## config.mk

```make
export PLATFORM = sky130hd
export DESIGN_NAME = seq_divider
export DESIGN_NICKNAME = d
export VERILOG_FILES = /design/src/rtl/seq_divider.sv
export SDC_FILE = /design/constraint.sdc
export NUM_CORES = 1
export LEC_CHECK = 0
export BUFFER_PORTS_ARGS = -buffer_cell sky130_fd_sc_hd__buf_4
export CAP_MARGIN = 10
export CORE_MARGIN = 3
export CORE_UTILIZATION = 35
export DETAILED_ROUTE_END_ITERATION = 6
export PLACE_DENSITY = 0.54
export SYNTH_ARGS = -nofsm -noshare
export SYNTH_HDL_FRONTEND = slang
export SYNTH_SLANG_ARGS = --single-unit
```

## constraint.sdc

```tcl
create_clock -name clk -period 5.5 [get_ports clk]
set_input_delay 1.1 -clock clk [delete_from_list [all_inputs] [get_ports clk]]
set_output_delay 1.1 -clock clk [all_outputs]
set_load 0.005 [all_outputs]
```

## src/rtl/seq_divider.sv

```systemverilog
// seq_divider: multi-cycle unsigned restoring divider with a start/done handshake.
// Handshake: start is sampled only while idle (busy=0, done=0); the accepting edge
// latches dividend/divisor. done is a one-cycle pulse and quotient/remainder/
// div_by_zero are valid from that cycle on, holding until the next completion.
// busy and done are never high together.
module seq_divider #(
  parameter int N = 32
) (
  input  logic         clk,
  input  logic         rst_n,
  input  logic         start,
  input  logic [N-1:0] dividend,
  input  logic [N-1:0] divisor,
  output logic         busy,
  output logic         done,
  output logic [N-1:0] quotient,
  output logic [N-1:0] remainder,
  output logic         div_by_zero
);

  localparam int CW = $clog2(N);
  localparam logic [CW-1:0] LAST = CW'(N - 1);

  typedef enum logic [1:0] {IDLE, CALC, DONE} state_t;

  state_t       state, state_nxt;
  logic [CW-1:0] cnt, cnt_nxt;
  // After every step the partial remainder is below the divisor, so its top
  // bit (bit N of the (N+1)-bit remainder) is always zero and is not stored.
  logic [N-1:0] r, r_nxt;
  logic [N-1:0] q, q_nxt;
  logic [N-1:0] dvsr, dvsr_nxt;
  logic [N-1:0] quo_nxt, rem_nxt;
  logic         dz_nxt;
  logic         busy_nxt, done_nxt;

  logic [N:0]   r_sh;
  logic [N:0]   t;
  logic         qbit;

  // One restoring step: shift in the next dividend bit and trial-subtract.
  assign r_sh = {r, q[N-1]};
  assign t    = r_sh - {1'b0, dvsr};
  assign qbit = ~t[N];

  // Next-state, datapath and output decode.
  always_comb begin
    state_nxt = state;
    cnt_nxt   = cnt;
    r_nxt     = r;
    q_nxt     = q;
    dvsr_nxt  = dvsr;
    quo_nxt   = quotient;
    rem_nxt   = remainder;
    dz_nxt    = div_by_zero;
    case (state)
      IDLE: begin
        if (start) begin
          if (divisor != '0) begin
            q_nxt     = dividend;
            dvsr_nxt  = divisor;
            r_nxt     = '0;
            cnt_nxt   = '0;
            state_nxt = CALC;
          end else begin
            quo_nxt   = '1;
            rem_nxt   = dividend;
            dz_nxt    = 1'b1;
            state_nxt = DONE;
          end
        end
      end
      CALC: begin
        r_nxt   = qbit ? t[N-1:0] : r_sh[N-1:0];
        q_nxt   = {q[N-2:0], qbit};
        cnt_nxt = cnt + 1'b1;
        if (cnt == LAST) begin
          quo_nxt   = {q[N-2:0], qbit};
          rem_nxt   = qbit ? t[N-1:0] : r_sh[N-1:0];
          dz_nxt    = 1'b0;
          state_nxt = DONE;
        end
      end
      DONE: begin
        state_nxt = IDLE;
      end
      default: begin
        state_nxt = IDLE;
      end
    endcase
    busy_nxt = (state_nxt == CALC);
    done_nxt = (state_nxt == DONE);
  end

  // State, datapath and registered outputs.
  always_ff @(posedge clk or negedge rst_n) begin
    if (!rst_n) begin
      state       <= IDLE;
      cnt         <= '0;
      r           <= '0;
      q           <= '0;
      dvsr        <= '0;
      quotient    <= '0;
      remainder   <= '0;
      div_by_zero <= 1'b0;
      busy        <= 1'b0;
      done        <= 1'b0;
    end else begin
      state       <= state_nxt;
      cnt         <= cnt_nxt;
      r           <= r_nxt;
      q           <= q_nxt;
      dvsr        <= dvsr_nxt;
      quotient    <= quo_nxt;
      remainder   <= rem_nxt;
      div_by_zero <= dz_nxt;
      busy        <= busy_nxt;
      done        <= done_nxt;
    end
  end

endmodule

```

==> impl_metrics.tcl, run 1 <==
set metrics [dict create \
    outcome "finished, final reports clean" \
    n_fill_cell 2547 \
    r2r_start "q[31]$_DFFE_PN0P_" \
    clock_tree_buf_depth 2 \
    final-hold-violation-count 0 \
    fp.dieArea_um2 27700 \
    tritoncts_num_sinks 170 \
    critical-path-max-stage-delay_ps 630 \
    globalRouteTotalUtil_pct 19.3 \
    netlist_top_cells_count "dfrtp_1, nand2_1, o21ai_0, inv_1, a21oi_1" \
    area_growth_pct 20.5 \
    routed_wl_um 27000 \
    port_buffers 133 \
    ys.warnings.count 0 \
    timing.critical_path.slowest_stage_cell "and3_1" \
    maxSlewHeadroom_pct 24.8 \
    postRouteAntennaNets 0 \
    post_detailed_route_wirelength_per_cell_um 19.5 \
    worst_clock_skew_ps 12.4 \
    via_count_of_the_first_global_routing_pass 7498 \
    detailed_place_hpwl_um 19700 \
    drt-pass1-iter-count 7 \
    post_synth_instance_area_um2 9020 \
    power.density_nw_per_um2 746 \
    ctsHtreeMaxLevel 4 \
    synth-seq-area-share_pct 47.2 \
    die_h_um 167 \
    placeableCoreArea_um2 25300 \
    synthArstFlopShare_pct 100 \
    crit_path_end_kind "flip-flop" \
    postCtsSetupRepairBufs 0 \
    power_switching_share_pct 46.7 \
    hold_path.class "reg2reg" \
    globalRoute.busiestLayer "met1" \
    clkLatencyLatePin_ps 430 \
    numCtsBuffers 17 \
    path_clk_slew_ps 80 \
    leakage_nw 4.93 \
    power.ir.vdd_worst_v 0.000304 \
    cts-resized-gates 0 \
    syn-instance-count 946 \
    transition_time_of_the_tightest_slew_check_pin_ps 1120 \
    count_of_flip_flops_with_a_built_in_enable_after_synthesis 0 \
    cts_tree "done" \
    setup_tns_ps 0 \
    cap_viol_max_count 0 \
    globalRouteMet3Util_pct 5.08 \
    rsz0062_at_grt "no" \
    ios 134 \
    dpl.cell_count 1356 \
    worstPathRequired_ps 5760 \
    worst-setup-path-type "reg2reg" \
    final_layout_size_suffix_gt1_share_pct 18.4 \
    path_cells "inv_1 > ha_1 > inv_1 > fa_1 > a211oi_2 > o211a_1 > nor4_4 > or4_4 > o2111ai_4 > and3_1 > buf_4 > mux2i_1 > o21ai_0" \
    hold_path_depth 1 \
    synth_most_common_cell "dfrtp_1" \
    met1_usage_pct 29.3 \
    final_min_period_over_clock_period_pct 76.0 \
    hold_path_end "quotient[1]$_DFFE_PN0P_" \
    postSynth.topFlopCell "dfrtp_1" \
    wire_length_of_the_first_global_routing_pass_um 43100 \
    critical_path.reg2reg.endpoint "remainder[17]$_DFFE_PN0P_" \
    p_int_w 0.00432 \
    avgSynthCellArea_um2 9.53 \
    syn-num-nets 1048 \
    pwr-share-seq_pct 26.7 \
    min-delay-start "quotient[1]$_DFFE_PN0P_" \
    cp-start-kind "flip-flop" \
    synth-seq-cells 170 \
    critical_path_arrival_ps 4430 \
    die_width_um 167 \
    vias 7605 \
    r2r_cells 13 \
    slew_viol_final 0 \
    clk_root_buffer_cell "clkbuf_16" \
    num_rows 58 \
    regToRegSetupSlack_ps 1320 \
    stdcell_count 1388 \
    fmax_mhz 239 \
    fin_crit_ps 4180 \
    setup_violations 0 \
    vias_per_cell 5.48 \
    timing.critical_path.mode_cell "inv_1" \
    grt_use_met2_pct 27.9 \
    path_max_fanout 18 \
    grt_remaining_overflow 0 \
    synthDominantCellAreaShare_pct 47.2 \
    combPwrFrac_pct 58.1 \
    largest_cells_by_area_after_synthesis "dfrtp_1, o21ai_0, ha_1" \
    cell_taking_the_most_area_after_synthesis "dfrtp_1" \
    grt_start_max_net_pins 79 \
    post_synth_num_cell_types 62 \
    p_switching_w 0.00379 \
    design.final.nets 1147 \
    hold_fix_buffers_cts 0 \
    clock_power_share_pct 15.2 \
    start_util_pct 35.7 \
    antenna_violations_before_repair 0 \
    n_antenna_cell 0 \
    route.detailed.drc 0 \
    finalWeightedCongestion 0.875 \
    first_iter_violations 646 \
]
## power by group through the flow
stage	combinational, W	clock [W]	sequential [W]
2_1_floorplan	0.00344	0	0.00206
4_1_cts	0.00467	0.00126	0.00216
3_3_place_gp	0.00462	0	0.00219
3_5_place_dp	0.00464	0	0.00218
6_report	0.00471	0.00123	0.00217
5_1_grt	0.00527	0.00131	0.00223
## cells in the final DEF, fill, tap and decap left out, drive strengths merged, types with 3 or more instances in the layout
cell,count
a31o,3
o2111ai,3
clkbuf,18
a32oi,3
or3,5
o22ai,5
xor2,9
nand2,93
a211o,4
a22o,3
mux2,4
nand3,22
a211oi,9
nand4,7
a21o,15
o21a,6
a31oi,13
or4,3
nor2b,3
and3,26
and2,4
o22a,34
nor2,46
o31ai,5
o21ai,93
nand2b,3
nor3,5
xnor2,14
mux2i,22
a21oi,66
a222oi,31
inv,86
ha,34
buf,142
dfrtp,170
clkinv,9
o211ai,8
nor4,10
## worst max-delay path, delay by kind of cell (launching register included)
kind	cells	cell delay, ps
mux	1	340
compound gates	4	880
fa+ha+maj	2	590
buf+inv	3	530
simple gates	3	1250
flops	1	410
## layout make-up
type / instances / area [um^2] / share of cell area, %
tap: 330 / 413 / 3.80
inverter: 81 / 304 / 2.80
sequential: 170 / 4250 / 39.1
clock buffer: 18 / 439 / 4.04
clock inverter: 14 / 175 / 1.61
timing repair buffer: 142 / 1070 / 9.84
multi-input combinational: 633 / 4210 / 38.8
## metal layers
layer	share of wire, %	vias up	wire [um]
met1	50	3708	13600
li1	-	3637	-
met5	0	-	0
met3	6.8	22	1850
met4	1.1	0	301
met2	42	238	11300
## per-stage QoR
stage | setup slack [ps] | cell area [um^2] | hold slack, ps | total power (W) | utilization, %
detailed placement | 1050 | 10300 | 479 | 0.00682 | 40.6
finish | 1320 | 10900 | 498 | 0.00810 | 43.0
floorplan | 2270 | 9020 | 468 | 0.00549 | -
CTS | 1280 | 10900 | 503 | 0.00810 | 43.0
global placement | 1100 | 10300 | 475 | 0.00681 | 40.6
global route | 1020 | 10900 | 514 | 0.00880 | 43.0
## sequential cells by signal, indices dropped and copies added (netlist names)
signal,cells
q,32
r,32
busy,1
remainder,32
done,1
div_by_zero,1
cnt,5
state,2
quotient,32
dvsr,32
## worst max path at each step
stage / startpoint / end / slack, ps / depth (start not counted)
3_3_place_gp: divisor[0] / quotient[28]$_DFFE_PN0P_ / 1100 / 8
3_5_place_dp: divisor[0] / quotient[9]$_DFFE_PN0P_ / 1050 / 8
6_report: q[31]$_DFFE_PN0P_ / remainder[17]$_DFFE_PN0P_ / 1320 / 13
2_1_floorplan: q[31]$_DFFE_PN0P_ / r[29]$_DFFE_PN0P_ / 2270 / 14
5_1_grt: q[31]$_DFFE_PN0P_ / remainder[17]$_DFFE_PN0P_ / 1020 / 13
4_1_cts: q[31]$_DFFE_PN0P_ / remainder[17]$_DFFE_PN0P_ / 1280 / 13
## cell families (layout without fill, tap and decap cells)
family | Yosys count | after routing | synth area share, %
compound gates | 317 | 317 | 24.0
simple gates | 232 | 232 | 12.3
flops | 170 | 170 | 47.2
buf+inv | 143 | 255 | 6.42
fa+ha+maj | 35 | 35 | 4.94
mux | 26 | 26 | 2.94
xor+xnor | 23 | 23 | 2.23
Note: power is estimated with default switching activity, not from simulation.
==> inputs of run 2 (changes only) <==
--- a/config.mk
+++ b/config.mk
@@ -10,7 +10,7 @@
 export CORE_MARGIN = 3
 export CORE_UTILIZATION = 35
 export DETAILED_ROUTE_END_ITERATION = 6
-export PLACE_DENSITY = 0.54
+export PLACE_DENSITY = 0.56
 export SYNTH_ARGS = -nofsm -noshare
 export SYNTH_HDL_FRONTEND = slang
 export SYNTH_SLANG_ARGS = --single-unit
==> constraint.sdc (replaced) <==
create_clock -name clk -period 3.7 [get_ports clk]
set_input_delay 0.74 -clock clk [delete_from_list [all_inputs] [get_ports clk]]
set_output_delay 0.74 -clock clk [all_outputs]
set_load 0.005 [all_outputs]
==> impl_metrics.tcl, run 2 (synthesized netlist as in run 1, its figures left out) <==
set metrics [dict create \
    via_count_of_the_first_global_routing_pass 7704 \
    tritoncts_num_sinks 170 \
    finalWeightedCongestion 0.921 \
    final_min_period_over_clock_period_pct 94.8 \
    holdWs_ps 318 \
    leakage_nw 5.00 \
    clock_power_share_pct 15.1 \
    outcome "finished, final reports clean" \
    r2r_start "q[31]$_DFFE_PN0P_" \
    cp-start-kind "flip-flop" \
    clk_root_buffer_cell "clkbuf_16" \
    path_max_fanout 10 \
    vias 7616 \
    grt_start_max_net_pins 73 \
    critical_path_arrival_ps 3860 \
    die_h_um 167 \
    pwr-share-seq_pct 26.5 \
    cap_viol_max_count 0 \
    ios 134 \
    postRouteAntennaNets 0 \
    transition_time_of_the_tightest_slew_check_pin_ps 1060 \
    regToRegSetupSlack_ps 190 \
    fmax_mhz 285 \
    layout.cells.most_common "dfrtp_1" \
    r2r_cells 13 \
    rsz0062_at_grt "no" \
    first_iter_violations 579 \
    vias_per_cell 5.44 \
    die_width_um 167 \
    fin_crit_ps 3510 \
    globalRouteTotalUtil_pct 19.4 \
    antenna_violations_before_repair 0 \
    slew_viol_final 0 \
    ctsHtreeMaxLevel 4 \
    grt_remaining_overflow 0 \
    path_clk_slew_ps 70 \
    route.detailed.drc 0 \
    postCtsSetupRepairBufs 0 \
    power.ir.vdd_worst_v 0.000423 \
    cts-resized-gates 0 \
    post_dp_cell_area_um2 10400 \
    setup_tns_ps 0 \
    hold_path.class "in2async" \
    combPwrFrac_pct 58.4 \
    finalCoreUtilization_pct 43.6 \
    port_buffers 133 \
    p_int_w 0.00659 \
    area_growth_pct 22.1 \
    post_detailed_route_wirelength_per_cell_um 19.3 \
    worst-setup-path-type "reg2reg" \
    detailed_place_hpwl_um 19900 \
    hold_fix_buffers_cts 0 \
    placeableCoreArea_um2 25300 \
    clock_tree_buf_depth 2 \
    stdcell_area_um2 11000 \
    crit_path_end_kind "flip-flop" \
    n_antenna_cell 0 \
    num_rows 58 \
    fp.dieArea_um2 27700 \
    drt-pass1-iter-count 5 \
    cts_tree "done" \
    clkLatencyLatePin_ps 440 \
    mostFrequentLayoutCells "dfrtp_1, buf_4, o21ai_0" \
    final_layout_size_suffix_gt1_share_pct 19.4 \
    wire_length_of_the_first_global_routing_pass_um 43400 \
    design.final.nets 1159 \
    routed_wl_um 27000 \
    final-hold-violation-count 0 \
    power.density_nw_per_um2 1110 \
    start_util_pct 35.7 \
    p_switching_w 0.00560 \
    critical_path.reg2reg.endpoint "r[31]$_DFFE_PN0P_" \
    maxSlewHeadroom_pct 29.1 \
    numCtsBuffers 17 \
    power_switching_share_pct 45.9 \
    worst_clock_skew_ps 13.9 \
    setup_violations 0 \
    worstPathRequired_ps 4050 \
]
run 2: changes by cell type in the layout (fill, tap and decap cells not counted), moves of 2 or more:
cell,change
clkinv_8,-4
inv_8,+2
buf_12,+5
buf_4,+7
run 2: per-layer routing:
metal	vias up	share of wire, %	track usage, %
met5	-	0	0
met4	0	1.6	4.99
met3	29	6.3	5.15
met2	227	41	27.6
met1	3689	51	29.4
li1	3671	-	-
run 2: how the worst max path moves through the flow:
stage	from	slack, ps	depth (start not counted)	end
floorplan	q[31]$_DFFE_PN0P_	470	14	r[29]$_DFFE_PN0P_
global route	q[31]$_DFFE_PN0P_	6	13	r[14]$_DFFE_PN0P_
finish	q[31]$_DFFE_PN0P_	190	13	r[31]$_DFFE_PN0P_
global placement	q[31]$_DFFE_PN0P_	250	13	remainder[31]$_DFFE_PN0P_
detailed placement	q[31]$_DFFE_PN0P_	170	13	remainder[31]$_DFFE_PN0P_
CTS	q[31]$_DFFE_PN0P_	140	13	remainder[31]$_DFFE_PN0P_
run 2: power groups by stage:
stage               Combinational (W)  Sequential, W  Clock, W
floorplan                     0.00511        0.00306         0
global placement              0.00695        0.00327         0
detailed placement            0.00697        0.00325         0
CTS                           0.00703        0.00322   0.00187
global route                  0.00791        0.00332   0.00196
finish                        0.00712        0.00323   0.00183
run 2: worst max-delay path, stage by stage (launching register included):
cell and delay (ps):
dfrtp_1 400, inv_1 70, ha_1 170, inv_1 60
fa_1 430, a211oi_2 270, o211a_1 240, nor4_4 70
or4_4 550, o2111ai_4 240, and3_4 250, buf_4 190
mux2_2 360, o22ai_1 130
run 2: layout make-up:
type	count	area [um^2]
fillers	2512	14200
flip-flops and latches	170	4250
multi-input cells	633	4220
repair buffers	154	1220
clock buffers	18	429
well taps	330	413
inverters	81	304
clock inverters	14	170
run 2: stage by stage:
stage / setup WS, ps / total power, W / std cells
final: 191 / 0.0122 / 1400
after floorplan: 468 / 0.00816 / 946
after global placement: 252 / 0.0102 / 1368
after global routing: 6.36 / 0.0132 / 1400
after CTS: 143 / 0.0121 / 1400
after detailed placement: 165 / 0.0102 / 1368
==> inputs of run 3 (changes only) <==
--- a/config.mk
+++ b/config.mk
@@ -8,9 +8,10 @@
 export BUFFER_PORTS_ARGS = -buffer_cell sky130_fd_sc_hd__buf_4
 export CAP_MARGIN = 10
 export CORE_MARGIN = 3
-export CORE_UTILIZATION = 35
+export CORE_UTILIZATION = 52
 export DETAILED_ROUTE_END_ITERATION = 6
-export PLACE_DENSITY = 0.56
+export MAX_ROUTING_LAYER = met4
+export PLACE_DENSITY = 0.78
 export SYNTH_ARGS = -nofsm -noshare
 export SYNTH_HDL_FRONTEND = slang
 export SYNTH_SLANG_ARGS = --single-unit
==> impl_metrics.tcl, run 3 (synthesized netlist as in run 1, its figures left out) <==
set metrics [dict create \
    outcome "complete, but fails checks" \
    violations "DRC" \
    final_min_period_over_clock_period_pct 96.0 \
    path_clk_slew_ps 70 \
    post_dp_cell_area_um2 10200 \
    via_count_of_the_first_global_routing_pass 7390 \
    cap_viol_max_count 0 \
    postRouteAntennaNets 0 \
    fin_crit_ps 3550 \
    worst-setup-path-type "reg2reg" \
    worstPathRequired_ps 4020 \
    leakage_nw 5.00 \
    stdcell_area_um2 10900 \
    hold_path.class "in2async" \
    critical_path_arrival_ps 3880 \
    clock_tree_buf_depth 2 \
    num_rows 47 \
    n_fill_cell 1370 \
    slew_viol_final 0 \
    grt_remaining_overflow 0 \
    drt-pass1-iter-count 7 \
    die_h_um 138 \
    vias_per_cell 6.08 \
    path_max_fanout 32 \
    routed_wl_um 25600 \
    post_detailed_route_wirelength_per_cell_um 19.9 \
    hold_fix_buffers_cts 0 \
    detailed_place_hpwl_um 18700 \
    power.ir.vdd_worst_v 0.000745 \
    vias 7819 \
    final-hold-violation-count 0 \
    start_util_pct 53.8 \
    wire_length_of_the_first_global_routing_pass_um 40300 \
    cts-resized-gates 0 \
    stdcell_count 1287 \
    fp.dieArea_um2 19000 \
    finalWeightedCongestion 0.934 \
    mostFrequentLayoutCells "dfrtp_1, buf_4, o21ai_0" \
    setup_tns_ps 0 \
    fmax_mhz 281 \
    total_power_w 0.0123 \
    numCtsBuffers 17 \
    clkLatencyLatePin_ps 440 \
    holdWs_ps 245 \
    final_layout_size_suffix_gt1_share_pct 19.1 \
    layout.cells.most_common "dfrtp_1" \
    cp-start-kind "flip-flop" \
    setup_violations 0 \
    dpl.cell_count 1255 \
    first_iter_violations 725 \
    globalRouteTotalUtil_pct 28.3 \
    antenna_violations_before_repair 0 \
    clk_root_buffer_cell "clkbuf_16" \
    ctsHtreeMaxLevel 4 \
    rsz0062_at_grt "no" \
    port_buffers 133 \
    worst_clock_skew_ps 11.3 \
    die_width_um 138 \
    design.final.nets 1156 \
    placeableCoreArea_um2 16800 \
    power.density_nw_per_um2 1130 \
    crit_path_end_kind "flip-flop" \
    maxSlewHeadroom_pct 24.0 \
    cts_tree "done" \
    postCtsSetupRepairBufs 0 \
    ios 134 \
    n_antenna_cell 0 \
    area_growth_pct 20.7 \
    tritoncts_num_sinks 170 \
    route.detailed.drc 12 \
    grt_start_max_net_pins 86 \
    transition_time_of_the_tightest_slew_check_pin_ps 1140 \
]
[run 3: final cells by class]
type                    instances  area, um^2  share of cell area, %
clock buffers                  17         425                   3.91
clock inverters                15         229                   2.10
inverters                      81         304                   2.79
multi-input cells             633        4210                   38.7
flip-flops and latches        170        4250                   39.1
well taps                     220         275                   2.53
repair buffers                151        1190                   10.9
[run 3: power breakdown]
part	internal [W]	total, W	leakage (nW)	switching, W
combinational	0.00293	0.00710	2.74	0.00416
clock	0.00116	0.00199	0.314	0.000829
sequential	0.00265	0.00325	1.95	0.000601
total	0.00675	0.0123	5.00	0.00559
[run 3: worst max-delay path, cell delays in order, from the launching register on]
cell       delay (ps)
dfrtp_1           410
inv_1              70
ha_1              150
inv_1              60
fa_1              430
a211oi_2          260
o211a_1           230
nor4_4             70
or4_4             550
o2111ai_4         240
and3_1            240
buf_12            230
mux2_2            370
o22ai_1           120
[run 3: final timing paths]
path / start / end / slack, ps / depth (start not counted)
worst max-delay path: q[31]$_DFFE_PN0P_ / r[31]$_DFFE_PN0P_ / 150 / 13
worst min-delay path: rst_n / dvsr[27]$_DFFE_PN0P_ / 250 / 1
worst max register to register: q[31]$_DFFE_PN0P_ / r[31]$_DFFE_PN0P_ / 150 / 13
worst min register to register: quotient[1]$_DFFE_PN0P_ / quotient[1]$_DFFE_PN0P_ / 490 / 1
max in group asynchronous: rst_n / quotient[23]$_DFFE_PN0P_ / 2600 / 2
min in group clk: quotient[1]$_DFFE_PN0P_ / quotient[1]$_DFFE_PN0P_ / 490 / 1
[run 3: metrics by stage]
step | setup WS, ps | util, %
6_report | 147 | 65.0
2_1_floorplan | 468 | -
3_5_place_dp | 195 | 61.1
3_3_place_gp | 255 | 61.1
4_1_cts | 162 | 65.0
5_1_grt | 1.36 | 65.0
[run 3: metal layers]
metal,vias up,GRT usage [%],part of all wire (%)
met5,-,-,0
met4,0,7.68,1.9
met3,40,7.74,11
met2,363,39.0,43
met1,3757,41.1,45
li1,3659,-,-
